### config.mk
export PLATFORM = sky130hd
export DESIGN_NAME = clock_gating_ctrl
export DESIGN_NICKNAME = d
export VERILOG_FILES = /design/src/rtl/clock_gating_ctrl.sv
export SDC_FILE = /design/constraint.sdc
export NUM_CORES = 1
export LEC_CHECK = 0
export BUFFER_PORTS_ARGS = -buffer_cell sky130_fd_sc_hd__buf_2
export CAP_MARGIN = 20
export CORE_MARGIN = 5
export CORE_UTILIZATION = 46
export CTS_CLUSTER_DIAMETER = 150
export DETAILED_ROUTE_END_ITERATION = 12
export PLACE_DENSITY = 0.79
export SETUP_SLACK_MARGIN = 0.1
export SLEW_MARGIN = 25
export SYNTH_ARGS = -nofsm -noshare
export SYNTH_HDL_FRONTEND = slang
export SYNTH_SLANG_ARGS = --single-unit
### constraint.sdc
create_clock -name clk_i -period 1.75 [get_ports clk_i]
set_input_delay 0.0875 -clock clk_i [delete_from_list [all_inputs] [get_ports clk_i]]
set_output_delay 0.0875 -clock clk_i [all_outputs]
set_load 0.05 [all_outputs]
### src/rtl/clock_gating_ctrl.sv
// Idle-detect gate-enable controller with stop/ack quiesce and wake settle window.
// Define CLOCK_GATING_CTRL_STATS_EN to add the saturating gated-cycle counter.
module clock_gating_ctrl #(
   parameter int IDLE_CYCLES = 16,
   parameter int WAKE_CYCLES = 2
`ifdef CLOCK_GATING_CTRL_STATS_EN
   , parameter int STAT_W = 32
`endif
) (
   input  logic       clk_i,
   input  logic       rst_ni,
   input  logic       cfg_en_i,
   input  logic       busy_i,
   input  logic       wake_i,
   input  logic       stop_ack_i,
   output logic       stop_req_o,
   output logic       cg_en_o,
   output logic       ready_o,
   output logic [1:0] state_o
`ifdef CLOCK_GATING_CTRL_STATS_EN
   , output logic [STAT_W-1:0] gated_cycles_o
`endif
);

   localparam int IW = $clog2(IDLE_CYCLES + 1);
   localparam int WW = $clog2(WAKE_CYCLES + 1);
   localparam logic [IW-1:0] IDLE_LAST = IW'(IDLE_CYCLES - 1);
   localparam logic [WW-1:0] WAKE_LAST = WW'(WAKE_CYCLES - 1);

   typedef enum logic [1:0] {
      ACTIVE = 2'd0,
      DRAIN  = 2'd1,
      GATED  = 2'd2,
      WAKE   = 2'd3
   } state_e;

   state_e        state_q, state_d;
   logic [IW-1:0] idle_cnt_q, idle_cnt_d;
   logic [WW-1:0] wake_cnt_q, wake_cnt_d;
   logic          idle;

   assign idle = cfg_en_i & ~busy_i & ~wake_i;

   always_comb begin
      state_d    = state_q;
      idle_cnt_d = idle_cnt_q;
      wake_cnt_d = wake_cnt_q;
      unique case (state_q)
         ACTIVE: begin
            if (!idle) begin
               idle_cnt_d = '0;
            end else if (idle_cnt_q == IDLE_LAST) begin
               state_d    = DRAIN;
               idle_cnt_d = '0;
            end else begin
               idle_cnt_d = idle_cnt_q + 1'b1;
            end
         end
         DRAIN: begin
            // abort wins over a same-cycle ack
            if (busy_i || wake_i || !cfg_en_i) begin
               state_d    = ACTIVE;
               idle_cnt_d = '0;
            end else if (stop_ack_i) begin
               state_d = GATED;
            end
         end
         GATED: begin
            if (wake_i || !cfg_en_i) begin
               state_d    = WAKE;
               wake_cnt_d = '0;
            end
         end
         WAKE: begin
            if (wake_cnt_q == WAKE_LAST) begin
               state_d    = ACTIVE;
               idle_cnt_d = '0;
               wake_cnt_d = '0;
            end else begin
               wake_cnt_d = wake_cnt_q + 1'b1;
            end
         end
      endcase
   end

   always_ff @(posedge clk_i) begin
      if (!rst_ni) begin
         state_q    <= ACTIVE;
         idle_cnt_q <= '0;
         wake_cnt_q <= '0;
      end else begin
         state_q    <= state_d;
         idle_cnt_q <= idle_cnt_d;
         wake_cnt_q <= wake_cnt_d;
      end
   end

   assign cg_en_o    = (state_q != GATED);
   assign ready_o    = (state_q == ACTIVE);
   assign stop_req_o = (state_q == DRAIN) || (state_q == GATED);
   assign state_o    = state_q;

`ifdef CLOCK_GATING_CTRL_STATS_EN
   logic [STAT_W-1:0] gated_cnt_q, gated_cnt_d;

   always_comb begin
      gated_cnt_d = gated_cnt_q;
      if ((state_q == GATED) && !(&gated_cnt_q)) begin
         gated_cnt_d = gated_cnt_q + 1'b1;
      end
   end

   always_ff @(posedge clk_i) begin
      if (!rst_ni) begin
         gated_cnt_q <= '0;
      end else begin
         gated_cnt_q <= gated_cnt_d;
      end
   end

   assign gated_cycles_o = gated_cnt_q;
`endif

endmodule

==> results.py <==
metrics = {
    "global_routing": {
        "grt_max_degree": 10,
        "grt_remaining_overflow": 0,
        "antenna_found_initial": 0,
        "met1_usage_pct": 18.16,
        "grt_first_pass_wirelength_mm": 2.235,
        "grt_use_met2_pct": 24.45,
        "grt_use_met3_pct": 3.516,
        "grt_pass1_vias": 510,
        "top_usage_layer": "met2",
        "grt_usage_pct": 14.90,
    },
    "sta": {
        "setup_viol_count_final": 0,
        "maxSlewViolCount": 0,
        "worst_pin_slew_ns": 0.4929,
        "rsz0062_at_grt": "false",
        "fin_worst_skew_ns": 0.003050,
        "period_share_pct": 91.70,
        "fmax_mhz": 623.2,
        "period_needed_ns": 1.605,
        "hold_viol": 0,
        "setup_tns_ns": 0,
        "slew_headroom_pct": 67.14,
    },
    "synthesis": {
        "synth.distinct_cells": 30,
        "synth_fp_nets": 77,
        "synth_edf_count": 0,
        "yosys-top-cells-area": "dfxtp_1 30%, ha_1 13%, a21oi_1 6.7%, nand4b_1 4.4%, a211oi_4 3.3%",
        "synthFlopType": "dfxtp_1",
        "ys_seq_area_share_pct": 30.00,
        "netlist.area_leader.share_pct": 30.00,
        "synth_area_per_cell_um2": 9.240,
        "ys_ff_latch": 9,
        "synth_area_leader_cell": "dfxtp_1",
        "synthesis.area_um2": 600.6,
        "synthCells": 65,
        "ys_warn_count": 0,
        "async_flop_share_pct": 0,
    },
    "route": {
        "wl_per_cell_um": 14.27,
        "drtIter0Drc": 18,
        "vias_per_cell": 5.816,
        "drc": 0,
        "ant_nets": 0,
        "vias": 570,
        "drt_wl_total_mm": 1.398,
        "drt-pass1-iter-count": 4,
    },
    "floorplan": {
        "coreArea_um2": 1269,
        "die_h_um": 46.14,
        "rows": 13,
        "fp.dieArea_um2": 2128,
        "io_pins": 11,
        "start_util_pct": 47.34,
        "die_w_um": 46.14,
    },
    "critical_path": {
        "worstSetupEndpointType": "register",
        "crit_required_ns": 1.89,
        "critPathLaunchType": "register",
        "path_max_fanout": 5,
        "crit_type": "reg2reg",
        "arrival_ns": 1.75,
    },
    "clock_tree": {
        "clock_latency_ns": 0.26,
        "cts_tree": "yes",
        "htree_num_levels": 1,
        "postCtsHoldBufs": 0,
        "clk_path_buf_depth": 2,
        "cts.sinks": 9,
        "path_clk_slew_ns": 0.06,
        "cts_buffers": 3,
        "cts-root-buf": "clkbuf_4",
    },
    "layout": {
        "antenna_cells": 0,
        "area_growth_pct": 30.00,
        "fin_util_pct": 61.54,
        "drive_gt1_share_pct": 40.96,
        "nets": 96,
        "final_common_cell": "buf_2",
        "layout_common_cells": "10 x buf_2, 8 x a21oi_1, 7 x dfxtp_1",
    },
    "pwr": {
        "pwr-share-seq_pct": 52.9,
        "clockPowerShare_pct": 41.9,
        "p_leak_nw": 0.3037,
        "swShare_pct": 22.04,
        "power_density_nw_per_um2": 491.9,
        "intPower_uw": 299.4,
        "power.share.combinational_pct": 5.2,
        "finalPower_uw": 384.0,
        "p_switching_uw": 84.65,
        "peakVddDrop_mv": 0.3710,
    },
    "run": {
        "drv_cap": 0,
    },
    "status": {
        "status": "completed",
    },
    "place": {
        "routabilityCongestion": 0.7521,
        "dp_hpwl_um": 988.5,
        "io_buffers": 10,
    },
    "min_path": {
        "hold_path_class": "in2reg",
    },
}
[path summary, 6_finish.rpt]
kind / from / endpoint / slack [ns] / cells after the start
max: register / register / 0.15 / 6
min: rst_ni / idle_cnt_q[4] / 0.06 / 3
max reg2reg: register / register / 0.15 / 6
min reg2reg: idle_cnt_q[4] / idle_cnt_q[4] / 0.43 / 2
[worst max-delay path: stages, from the launching register on]
cell and delay (ns):
dfxtp_4 0.38, inv_2 0.07, ha_4 0.17, and4bb_4 0.22
a221o_1 0.33, o31ai_2 0.22, a21oi_1 0.09
[logic make-up (layout without fill, tap and decap cells)]
kind of cell	Yosys count	count (layout)	synth area share (%)
flip-flops	9	9	30.00
buffers and inverters	6	24	3.958
AND/OR/NAND/NOR	24	24	28.34
AO/OA/AOI/OAI	19	19	23.54
adder cells (fa/ha/maj)	6	6	12.50
multiplexers	1	1	1.667
[metal layers]
layer | wire length [µm] | part of all wire [%]
met1 | 624 | 45
met2 | 649 | 46
met3 | 96 | 6.9
met4 | 28 | 2.0
met5 | 0 | 0
[Yosys cell counts (all sizes together), types with 2 or more instances]
cell type and n:
nand2 3, o21ai 3, inv 5, nand4b 3, or3b 2, dfxtp 9
a21oi 8, nand3 2, nor4 2, nor3 2, ha 6, nand4 3
nor2 3
[cell type report]
type / instances / area [µm²]
inverters: 5 / 21.27
flip-flops and latches: 9 / 187.7
clock buffers: 4 / 26.28
fillers: 106 / 488.0
repair buffers: 15 / 87.58
multi-input cells: 50 / 439.2
well taps: 15 / 18.77
[timing repair]
action,CTS,global route
setup buffers,1,4
endpoints found under the setup margin,1,3
pin swaps,1,2
resized for setup,2,2
[power groups by stage]
| stage | sequential [mW] | combinational, mW | clock (mW) |
|---|---|---|---|
| after floorplan | 0.208 | 0.0101 | 0 |
| after global placement | 0.208 | 0.0189 | 0 |
| after detailed placement | 0.208 | 0.0192 | 0 |
| after CTS | 0.203 | 0.0195 | 0.168 |
| after global routing | 0.203 | 0.0216 | 0.178 |
| final | 0.203 | 0.0200 | 0.161 |
[metrics by stage]
step / cells / instance area [µm²] / setup WS (ns) / hold slack (ns)
finish: 98 / 780.7 / 0.1453 / 0.06409
global route: 98 / 780.7 / 0.08996 / 0.07039
CTS: 94 / 744.5 / 0.1205 / 0.05706
detailed placement: 89 / 699.4 / 0.05491 / 0.3425
global placement: 89 / 699.4 / 0.1284 / 0.3364
floorplan: 65 / 635.6 / 0.1112 / 0.2080
Note: power is estimated with default switching activity, not from simulation.
